## src/rtl/boot_loader_pkg.sv

```systemverilog
// boot_loader_pkg: shared types and protocol constants for the serial
// program loader.
//   loader_state_e : loader FSM states (length bytes, word bytes, run, error)
//   rx_state_e     : UART receiver states
//   BYTES_PER_WORD : bytes assembled into one instruction word
//   LEN_BYTES      : bytes in the big-endian word-count prefix
package boot_loader_pkg;

    typedef enum logic [2:0] {
        LEN_HI,
        LEN_LO,
        WORD,
        RUN,
        ERR
    } loader_state_e;

    typedef enum logic [2:0] {
        IDLE,
        START,
        DATA,
        STOP,
        WAIT_HIGH
    } rx_state_e;

    localparam int unsigned BYTES_PER_WORD = 4;
    localparam int unsigned LEN_BYTES      = 2;

endpackage

```

## src/rtl/boot_loader_uart_rx.sv

```systemverilog
// uart_rx: 8N1 UART receiver with a 2-FF input synchroniser.
//   clk_i        : system clock
//   rst_ni       : asynchronous active-low reset
//   rx_i         : raw serial input, idles high
//   byte_valid_o : one-cycle pulse, byte_o holds a good byte
//   byte_o       : received byte (LSB first on the line)
//   frame_err_o  : one-cycle pulse, byte dropped because its stop bit was low
module uart_rx
    import boot_loader_pkg::*;
#(
    parameter int unsigned CLKS_PER_BIT = 434
) (
    input  logic       clk_i,
    input  logic       rst_ni,
    input  logic       rx_i,
    output logic       byte_valid_o,
    output logic [7:0] byte_o,
    output logic       frame_err_o
);

    localparam int unsigned CNT_W = $clog2(CLKS_PER_BIT);
    localparam logic [CNT_W-1:0] HALF_M1 = CNT_W'(CLKS_PER_BIT / 2 - 1);
    localparam logic [CNT_W-1:0] FULL_M1 = CNT_W'(CLKS_PER_BIT - 1);

    rx_state_e        state_q;
    logic [1:0]       sync_q;
    logic [CNT_W-1:0] cnt_q;
    logic [2:0]       bit_q;
    logic [7:0]       shift_q;
    logic             byte_valid_q;
    logic             frame_err_q;

    always_ff @(posedge clk_i or negedge rst_ni) begin
        if (!rst_ni) begin
            state_q      <= IDLE;
            sync_q       <= 2'b11;
            cnt_q        <= '0;
            bit_q        <= '0;
            shift_q      <= '0;
            byte_valid_q <= 1'b0;
            frame_err_q  <= 1'b0;
        end else begin
            sync_q       <= {sync_q[0], rx_i};
            byte_valid_q <= 1'b0;
            frame_err_q  <= 1'b0;
            case (state_q)
                // A low line in idle is a start edge: idle is only re-entered
                // with the line high (stop sample or WAIT_HIGH).
                IDLE: begin
                    if (!sync_q[1]) begin
                        state_q <= START;
                        cnt_q   <= '0;
                    end
                end
                START: begin
                    if (cnt_q == HALF_M1) begin
                        cnt_q <= '0;
                        bit_q <= '0;
                        state_q <= sync_q[1] ? IDLE : DATA;
                    end else begin
                        cnt_q <= cnt_q + CNT_W'(1);
                    end
                end
                DATA: begin
                    if (cnt_q == FULL_M1) begin
                        cnt_q   <= '0;
                        shift_q <= {sync_q[1], shift_q[7:1]};
                        if (bit_q == 3'd7) begin
                            state_q <= STOP;
                        end else begin
                            bit_q <= bit_q + 3'd1;
                        end
                    end else begin
                        cnt_q <= cnt_q + CNT_W'(1);
                    end
                end
                STOP: begin
                    if (cnt_q == FULL_M1) begin
                        cnt_q <= '0;
                        if (sync_q[1]) begin
                            byte_valid_q <= 1'b1;
                            state_q      <= IDLE;
                        end else begin
                            frame_err_q <= 1'b1;
                            state_q     <= WAIT_HIGH;
                        end
                    end else begin
                        cnt_q <= cnt_q + CNT_W'(1);
                    end
                end
                WAIT_HIGH: begin
                    if (sync_q[1]) begin
                        state_q <= IDLE;
                    end
                end
                default: state_q <= IDLE;
            endcase
        end
    end

    assign byte_valid_o = byte_valid_q;
    assign byte_o       = shift_q;
    assign frame_err_o  = frame_err_q;

endmodule

```

## src/rtl/boot_loader.sv

```systemverilog
// boot_loader: loads a length-prefixed program from a UART line into
// instruction memory and holds the CPU in reset until loading completes.
//   clk        : system clock
//   reset      : asynchronous active-low reset
//   rx         : UART serial input
//   imem_we    : one-cycle instruction-memory write strobe
//   imem_addr  : word-aligned byte address of the word being written
//   imem_wdata : word being written
//   cpu_reset  : active-high CPU reset, released once loading completes
//   done       : program loaded, CPU released
//   frame_err  : sticky, a byte with a bad stop bit was seen
//   len_err    : sticky, requested word count exceeds memory depth
module boot_loader
    import boot_loader_pkg::*;
#(
    parameter int unsigned CLKS_PER_BIT = 434,
    parameter int unsigned ADDR_W       = 8
) (
    input  logic        clk,
    input  logic        reset,
    input  logic        rx,
    output logic        imem_we,
    output logic [31:0] imem_addr,
    output logic [31:0] imem_wdata,
    output logic        cpu_reset,
    output logic        done,
    output logic        frame_err,
    output logic        len_err
);

    localparam logic [16:0] DEPTH = 17'(2 ** ADDR_W);

    logic       rx_valid;
    logic [7:0] rx_byte;
    logic       rx_ferr;

    uart_rx #(
        .CLKS_PER_BIT(CLKS_PER_BIT)
    ) u_rx (
        .clk_i       (clk),
        .rst_ni      (reset),
        .rx_i        (rx),
        .byte_valid_o(rx_valid),
        .byte_o      (rx_byte),
        .frame_err_o (rx_ferr)
    );

    loader_state_e state_q;
    logic [7:0]    len_hi_q;
    logic [15:0]   n_q;
    logic [ADDR_W:0] idx_q;
    logic [1:0]    bcnt_q;
    logic [23:0]   asm_q;
    logic          imem_we_q;
    logic [31:0]   imem_addr_q;
    logic [31:0]   imem_wdata_q;
    logic          cpu_reset_q;
    logic          done_q;
    logic          frame_err_q;
    logic          len_err_q;

    logic [15:0] len_full;
    assign len_full = {len_hi_q, rx_byte};

    always_ff @(posedge clk or negedge reset) begin
        if (!reset) begin
            state_q      <= LEN_HI;
            len_hi_q     <= '0;
            n_q          <= '0;
            idx_q        <= '0;
            bcnt_q       <= '0;
            asm_q        <= '0;
            imem_we_q    <= 1'b0;
            imem_addr_q  <= '0;
            imem_wdata_q <= '0;
            cpu_reset_q  <= 1'b1;
            done_q       <= 1'b0;
            frame_err_q  <= 1'b0;
            len_err_q    <= 1'b0;
        end else begin
            imem_we_q <= 1'b0;
            if (rx_ferr && state_q != RUN) begin
                frame_err_q <= 1'b1;
            end
            case (state_q)
                LEN_HI: begin
                    if (rx_valid) begin
                        len_hi_q <= rx_byte;
                        state_q  <= LEN_LO;
                    end
                end
                LEN_LO: begin
                    if (rx_valid) begin
                        n_q <= len_full;
                        if (len_full == 16'd0) begin
                            // Empty program: release the CPU right away.
                            state_q     <= RUN;
                            cpu_reset_q <= 1'b0;
                            done_q      <= 1'b1;
                        end else if ({1'b0, len_full} > DEPTH) begin
                            state_q   <= ERR;
                            len_err_q <= 1'b1;
                        end else begin
                            state_q <= WORD;
                            idx_q   <= '0;
                            bcnt_q  <= '0;
                        end
                    end
                end
                WORD: begin
                    if (rx_valid) begin
                        if (bcnt_q == 2'(BYTES_PER_WORD - 1)) begin
                            imem_we_q    <= 1'b1;
                            imem_wdata_q <= {asm_q, rx_byte};
                            imem_addr_q  <= 32'({idx_q[ADDR_W-1:0], 2'b00});
                            idx_q        <= idx_q + 1'b1;
                            bcnt_q       <= '0;
                            // done follows one cycle after the final strobe,
                            // so it is raised from RUN rather than here.
                            if (16'(idx_q) + 16'd1 == n_q) begin
                                state_q <= RUN;
                            end
                        end else begin
                            asm_q  <= {asm_q[15:0], rx_byte};
                            bcnt_q <= bcnt_q + 2'd1;
                        end
                    end
                end
                RUN: begin
                    cpu_reset_q <= 1'b0;
                    done_q      <= 1'b1;
                end
                ERR: begin
                    cpu_reset_q <= 1'b1;
                end
                default: state_q <= LEN_HI;
            endcase
        end
    end

    assign imem_we    = imem_we_q;
    assign imem_addr  = imem_addr_q;
    assign imem_wdata = imem_wdata_q;
    assign cpu_reset  = cpu_reset_q;
    assign done       = done_q;
    assign frame_err  = frame_err_q;
    assign len_err    = len_err_q;

endmodule

```

## config.mk

```make
export PLATFORM = sky130hd
export DESIGN_NAME = boot_loader
export DESIGN_NICKNAME = d
export VERILOG_FILES = /design/src/rtl/boot_loader_pkg.sv /design/src/rtl/boot_loader_uart_rx.sv /design/src/rtl/boot_loader.sv
export SDC_FILE = /design/constraint.sdc
export NUM_CORES = 1
export LEC_CHECK = 0
export CORE_MARGIN = 2
export CORE_UTILIZATION = 50
export DETAILED_ROUTE_END_ITERATION = 8
export PLACE_DENSITY = 0.73
export SETUP_SLACK_MARGIN = 0.1
export SYNTH_ARGS = -nofsm -noshare
export SYNTH_HDL_FRONTEND = slang
export SYNTH_SLANG_ARGS = --single-unit
```

## constraint.sdc

```tcl
create_clock -name clk -period 2 [get_ports clk]
set_clock_uncertainty 0.05 [all_clocks]
set_input_delay 0.3 -clock clk [delete_from_list [all_inputs] [get_ports clk]]
set_output_delay 0.3 -clock clk [all_outputs]
set_load 0.005 [all_outputs]
```

==> results.py, run 1 <==
metrics = {
    "grt": {
        "grt_util_met2_pct": 38.5,
        "global_route.usage.met1_pct": 29.6,
        "grt_overflow_total": 0,
        "global_route.usage.met3_pct": 5.10,
        "global_route.peak_usage_layer": "met2",
        "first_pass_grt_wire_length_um": 23500,
        "grt_antenna_before_repair": 0,
        "grt_max_degree": 46,
        "grt_pass1_vias": 4827,
        "global_route.usage.total_pct": 23.3,
    },
    "yosys": {
        "synth_top_area_share_pct": 54.2,
        "synthFlopType": "sky130_fd_sc_hd__dfrtp_1",
        "number_of_synthesized_flops_with_an_enable_pin": 0,
        "avgSynthCellArea_um2": 10.5,
        "ys_seq_elements": 134,
        "count_of_distinct_cell_types_in_the_synthesized_netlist": 51,
        "post-synth-top-area-cell": "sky130_fd_sc_hd__dfrtp_1",
        "part_of_the_yosys_area_used_for_sequential_elements_pct": 55.5,
        "post-synth-top-count-cell": "sky130_fd_sc_hd__nand2_1",
        "netlist_top_cells_count": "148 x sky130_fd_sc_hd__nand2_1, 131 x sky130_fd_sc_hd__dfrtp_1, 57 x sky130_fd_sc_hd__mux2_2",
        "syn-instance-count": 577,
        "synth.top_cells.by_area": "sky130_fd_sc_hd__dfrtp_1 54%, sky130_fd_sc_hd__mux2_2 11%, sky130_fd_sc_hd__nand2_1 9.2%, sky130_fd_sc_hd__buf_4 3.0%, sky130_fd_sc_hd__o21ai_0 1.9%",
        "asyncSetResetFlopFracSynth_pct": 100,
        "synth_area_um2": 6040,
        "synth-warning-count": 0,
    },
    "timing": {
        "finalSetupTns_ns": -1.12,
        "postLayoutSetupSlackWorst_ns": -0.142,
        "worst_hold_slack_ns": 0.242,
        "min_period_ns": 2.14,
        "timing.slew.headroom_pct": 38.2,
        "drv_slew": 0,
        "grt_setup_unrepaired": "true",
        "hold_viol": 0,
        "timing.final.crit_share_pct": 107,
        "fmaxAchievable_mhz": 467,
        "timing.final.setup_violations": 14,
        "transition_time_at_the_pin_with_the_least_slew_margin_ns": 0.920,
    },
    "placed_design": {
        "routabilityCongestion": 0.864,
        "dpl_hpwl_um": 8820,
        "port_bufs": 47,
        "dpl-instance-area_um2": 6930,
        "pre_cts_ws_ns": -0.127,
    },
    "worst_setup_path": {
        "crit_required_ns": 2.25,
        "worst_path_max_delay_cell": "sky130_fd_sc_hd__or4_4",
        "endpoint_kind": "register",
        "worst_r2r_endpoint": "idx_q[7]",
        "critical_path.cell_chain": "or4_4 > or3_4 > a32oi_4 > nor2_4 > a32o_1",
        "timing_worst_setup_path_type": "reg2reg",
        "crit_path_max_fanout": 5,
        "crit_path_start_kind": "register",
        "worst-endpoint-arrival_ns": 2.40,
        "critPathMaxStageDelay_ns": 0.54,
        "r2r-start": "u_rx.byte_o[5]",
        "reg2reg_setup_slack_ns": -0.14,
        "reg2regPathDepth": 5,
    },
    "pwr": {
        "p_leak_nw": 3.95,
        "power.density_cell_area_nw_per_um2": 759,
        "ir_drop_worst_vdd_mv": 0.602,
    },
    "die": {
        "fp.dieArea_um2": 13000,
        "placementRows": 40,
        "dieHeight_um": 114,
        "core-area_um2": 11900,
        "starting_density_pct": 50.7,
        "die-width_um": 114,
        "design.portCount": 72,
    },
    "hold_path": {
        "min_delay_src": "rx",
        "timing.hold.worst_path_depth": 1,
        "hold_end": "u_rx.sync_q[0]",
        "timing.hold.worst.class": "in2reg",
    },
    "finish": {
        "share_of_cells_above_drive_strength_1_pct": 29.4,
        "antenna_fix_cells": 0,
        "post-route-cell-area_um2": 7990,
        "nNetsFinal": 692,
        "nFillCells": 874,
        "area_delta_synth_final_pct": 32.3,
    },
    "clock_tree": {
        "tritoncts": "built",
        "cts_root_buf": "sky130_fd_sc_hd__clkbuf_16",
        "cts_sinks": 134,
        "tritoncts_buffers": 17,
        "cts.path.max_buffers": 2,
        "insertion_delay_ns": 0.42,
        "cts.reportedPaths.clkPinSlew_ns": 0.06,
        "cts_max_level": 4,
    },
    "job": {
        "cap_violations": 0,
    },
    "detailed_routing": {
        "routed_wire_length_per_instance_um": 16.8,
        "first_iter_violations": 336,
        "post-route-drc-count": 0,
        "drt-total-wl_um": 14100,
        "via_count": 4533,
        "detail-route-antenna-nets": 0,
        "drt-pass1-iter-count": 4,
        "vias_per_cell": 5.38,
    },
    "outcome": {
        "status": "finished with violations",
        "violated_checks": "setup timing",
    },
}
## worst max path at each step
stage | from | endpoint | slack (ns)
5_1_grt | u_rx.byte_o[5] | idx_q[7] | -0.18
3_5_place_dp | len_hi_q[5] | idx_q[7] | -0.13
6_report | u_rx.byte_o[5] | idx_q[7] | -0.14
2_1_floorplan | u_rx.byte_o[0] | idx_q[7] | -0.05
4_1_cts | u_rx.byte_o[0] | bcnt_q[1] | -0.12
3_3_place_gp | u_rx.byte_o[0] | idx_q[7] | -0.1
## report_power, final
part	total, mW	switching, mW	internal, mW	leakage, nW
clock network	3.27	1.15	2.12	0.300
registers	2.72	0.00275	2.72	1.84
logic	0.0822	0.0668	0.0154	1.80
## repair_timing
item	4_1_cts	5_1_grt
setup buffers	12	5
cloned	2	0
hold buffers	1	0
pin swaps	19	20
hold endpoints to repair	25	0
resized for setup	48	35
setup endpoints to repair	55	62
## layer usage
metal / routed length (µm) / up-vias
met5: 0 / -
met4: 263 / 0
met3: 586 / 22
met2: 7240 / 135
met1: 6020 / 2257
li1: - / 2119
## state kept, by name, summed over array words and instances, names as in the netlist
name               flops
u_rx.frame_err_o       1
u_rx.sync_q            2
u_rx.cnt_q             9
imem_wdata            32
len_hi_q               8
u_rx.state_q           3
idx_q                  9
done                   1
frame_err              1
cpu_reset              1
u_rx.byte_valid_o      1
u_rx.bit_q             3
bcnt_q                 2
state_q                3
imem_addr              8
u_rx.byte_o            8
len_err                1
imem_we                1
asm_q                 24
n_q                   16
## cells in the final DEF (no fill, tap or decap), types with 8 or more instances in the layout
cell type and n:
sky130_fd_sc_hd__xnor2_1 9, sky130_fd_sc_hd__nand2_1 145, sky130_fd_sc_hd__clkbuf_16 18, sky130_fd_sc_hd__o21ai_1 13, sky130_fd_sc_hd__a21oi_1 10, sky130_fd_sc_hd__o21ai_0 10
sky130_fd_sc_hd__mux2_2 47, sky130_fd_sc_hd__mux2_4 10, sky130_fd_sc_hd__dfrtp_1 129, sky130_fd_sc_hd__conb_1 24, sky130_fd_sc_hd__nor2_1 17, sky130_fd_sc_hd__buf_6 8
sky130_fd_sc_hd__clkdlybuf4s50_1 46, sky130_fd_sc_hd__nand3_1 8, sky130_fd_sc_hd__buf_4 49, sky130_fd_sc_hd__inv_1 11
## per-stage QoR
| stage | total power, mW | cells | util (%) |
|---|---|---|---|
| floorplan | 2.81 | 600 | - |
| global placement | 2.85 | 790 | 58.1 |
| detailed placement | 2.85 | 790 | 58.1 |
| CTS | 6.12 | 837 | 65.9 |
| global route | 6.26 | 842 | 67.1 |
| finish | 6.07 | 842 | 67.1 |
## critical path: cells and delay by family, from the launching register on
| family | cells | cell delay [ns] |
|---|---|---|
| DFF | 1 | 0.38 |
| and+or+nand+nor | 3 | 1.05 |
| AOI/OAI and AO/OA | 2 | 0.55 |
## cell families after synthesis
logic type / Yosys count / share of synthesized area (%)
other cells: 1 / 0.0621
mux: 60 / 11.1
xor+xnor: 14 / 2.03
compound gates: 67 / 6.92
fa+ha+maj: 7 / 1.45
simple gates: 230 / 17.3
flops: 134 / 55.5
buf+inv: 64 / 5.59
## layout make-up
class / count / area, µm² / share of cell area (%)
sequential: 134 / 3360 / 42.0
multi-input combinational: 403 / 2700 / 33.8
timing repair buffer: 111 / 1070 / 13.4
clock buffer: 20 / 447 / 5.59
tap: 147 / 184 / 2.30
clock inverter: 12 / 176 / 2.21
inverter: 15 / 58.8 / 0.736
(Power assumes the default switching activity.)
==> run 2: changes to the inputs <==
Settings changed: GPL_TIMING_DRIVEN set to 0, SLEW_MARGIN set to 20.
==> run 2 against run 1 <==
The run still ends with setup timing left. First-iteration DRC count down 6.5%. Largest power group unchanged. Register-to-register slack about the same. Utilization up 1.1 points. Via count up 0.42%. Count of clock-buffer cells in the layout down 3. Setup slack worse by 0.014 ns. Clock power up 2%. Sequential share of layout area down 0.48 points. Highest routed layer unchanged. Critical path depth up 1. Sequential power about the same. Combinational power up 36%. Global-route usage down 1.5 points.
==> results.py, run 2 (synthesis results as in run 1) <==
metrics = {
    "outcome": {
        "status": "finished with violations",
        "violated_checks": "setup timing",
    },
    "timing": {
        "min_period_ns": 2.16,
        "transition_time_at_the_pin_with_the_least_slew_margin_ns": 0.692,
        "drv_slew": 0,
        "grt_setup_unrepaired": "true",
        "hold_viol": 0,
        "timing.final.crit_share_pct": 108,
        "postLayoutSetupSlackWorst_ns": -0.156,
        "timing.final.setup_violations": 21,
        "timing.slew.headroom_pct": 53.5,
        "fmaxAchievable_mhz": 464,
    },
    "finish": {
        "final_util_pct": 68.2,
        "post-route-cell-area_um2": 8120,
        "nNetsFinal": 712,
        "combined_area_of_the_multi_input_logic_cells_um2": 2750,
        "antenna_fix_cells": 0,
        "register_area_um2": 3370,
        "largest_register_ffs": 32,
        "final_cell_mix": "144 x sky130_fd_sc_hd__nand2_1, 118 x sky130_fd_sc_hd__dfrtp_1, 59 x sky130_fd_sc_hd__buf_4",
        "share_of_cells_above_drive_strength_1_pct": 33.3,
        "layout_commonest_cell": "sky130_fd_sc_hd__nand2_1",
        "nFillCells": 871,
        "area_delta_synth_final_pct": 34.3,
    },
    "hold_path": {
        "timing.hold.worst.class": "in2reg",
        "timing.hold.worst_path_depth": 1,
        "hold_end": "u_rx.sync_q[0]",
        "min_delay_src": "rx",
    },
    "clock_tree": {
        "insertion_delay_ns": 0.42,
        "tritoncts": "built",
        "tritoncts_buffers": 17,
        "cts.reportedPaths.clkPinSlew_ns": 0.06,
        "cts_root_buf": "sky130_fd_sc_hd__clkbuf_16",
        "cts.path.max_buffers": 2,
        "cts_max_level": 4,
        "cts_sinks": 134,
    },
    "detailed_routing": {
        "vias_per_cell": 5.28,
        "drt-total-wl_um": 13600,
        "routed_wire_length_per_instance_um": 15.8,
        "drt-pass1-iter-count": 4,
        "first_iter_violations": 314,
        "post-route-drc-count": 0,
        "detail-route-antenna-nets": 0,
        "via_count": 4552,
    },
    "grt": {
        "grt_max_degree": 105,
        "global_route.usage.total_pct": 21.8,
        "grt_pass1_vias": 4402,
        "grt_overflow_total": 0,
        "grt_antenna_before_repair": 0,
        "first_pass_grt_wire_length_um": 21900,
    },
    "die": {
        "dieHeight_um": 114,
        "design.portCount": 72,
        "core-area_um2": 11900,
        "fp.dieArea_um2": 13000,
        "starting_density_pct": 50.7,
        "placementRows": 40,
        "die-width_um": 114,
    },
    "pwr": {
        "p_leak_nw": 3.99,
        "ir_drop_worst_vdd_mv": 0.581,
        "p_sw_mw": 1.37,
        "power.density_cell_area_nw_per_um2": 758,
        "power.clock.fraction_pct": 54.1,
        "power.sequential.fraction_pct": 44.1,
        "power_report.internal_total_mw": 4.78,
        "combinationalPowerShare_pct": 1.8,
        "fin_total_pwr_mw": 6.15,
        "netSwitchingFraction_pct": 22.3,
    },
    "worst_setup_path": {
        "crit_family": "simple AND/OR/NAND/NOR gates",
        "cp_num_buf_inv": 0,
        "crit_path_max_fanout": 7,
        "reg2regPathDepth": 6,
        "endpoint_kind": "register",
        "critPathMaxStageDelay_ns": 0.54,
        "timing_worst_setup_path_type": "reg2reg",
        "crit_path_start_kind": "register",
        "critical_path.cell_chain": "or4_4 > and4bb_4 > a32oi_4 > nor2_4 > o21ai_0 > a21o_1",
        "worst_path_max_delay_cell": "sky130_fd_sc_hd__or4_4",
        "crit_required_ns": 2.26,
        "worst_r2r_endpoint": "idx_q[4]",
        "worst-endpoint-arrival_ns": 2.41,
        "r2r-start": "len_hi_q[4]",
        "reg2reg_setup_slack_ns": -0.16,
    },
    "job": {
        "cap_violations": 0,
    },
    "placed_design": {
        "dpl-instance-area_um2": 6840,
        "port_bufs": 47,
        "dpl_hpwl_um": 8220,
        "routabilityCongestion": 0.864,
    },
}
==> run 2: cell types whose count changed in the layout (fill, tap and decap cells not counted), sizes merged <==
cell / change
buf: +10
clkinvlp: -2
clkinv: -4
inv: +10
bufinv: -1
nor2: -1
clkbuf: +8
==> run 2: worst max-delay path by stage <==
stage | start | to | slack, ns | cells past startpoint
2_1_floorplan | u_rx.byte_o[0] | idx_q[7] | -0.05 | 5
3_3_place_gp | reset | done | -4.41 | 1
3_5_place_dp | state_q[0] | idx_q[3] | -0.52 | 7
4_1_cts | len_hi_q[4] | bcnt_q[0] | -0.15 | 5
5_1_grt | u_rx.byte_o[7] | idx_q[6] | -0.18 | 6
6_report | len_hi_q[4] | idx_q[4] | -0.16 | 6
==> run 2: through the flow <==
step,hold slack [ns],instances,worst slack [ns],setup TNS (ns)
after global routing,0.224,862,-0.179,-2.55
after detailed placement,0.117,795,-0.523,-24.79
after floorplan,-0.0456,600,-0.0452,-0.0554
after global placement,0.297,794,-4.41,-605.31
after CTS,0.226,848,-0.148,-0.685
final,0.229,862,-0.156,-1.39
==> run 2: worst register-to-register path, delay by kind of cell, from the launching register on <==
family	cells	cell delay, ns
flops	1	0.38
compound gates	3	0.46
simple gates	3	1.16
==> run 2: power by group through the flow <==
stage	clock [mW]	combinational, mW	sequential (mW)
final	3.33	0.112	2.71
after global routing	3.52	0.131	2.71
after CTS	3.35	0.114	2.71
after detailed placement	0	0.113	2.76
after global placement	0	0.103	2.77
after floorplan	0	0.0470	2.77
==> run 2: layout make-up <==
type | instances | area share, %
inverters | 15 | 0.693
clock inverters | 15 | 2.53
clock buffers | 17 | 5.24
repair buffers | 88 | 10.3
multi-input cells | 402 | 33.9
flip-flops and latches | 134 | 41.5
well taps | 147 | 2.27
plain buffers | 44 | 3.58
==> run 2: repair_timing <==
item / CTS / global route
pin swaps: 24 / 18
hold buffers: 1 / 0
gates resized for setup: 57 / 51
endpoints found under the setup margin: 105 / 61
buffers inserted: 25 / 14
endpoints found under the hold margin: 30 / 0
==> run 2: per-layer routing <==
| layer | part of all wire (%) | up-vias | track usage (%) |
|---|---|---|---|
| met2 | 51 | 119 | 35.4 |
| met4 | 1.8 | 0 | 8.94 |
| met5 | 0 | - | 0 |
| li1 | - | 2175 | - |
| met1 | 43 | 2235 | 28.6 |
| met3 | 4.5 | 23 | 4.73 |
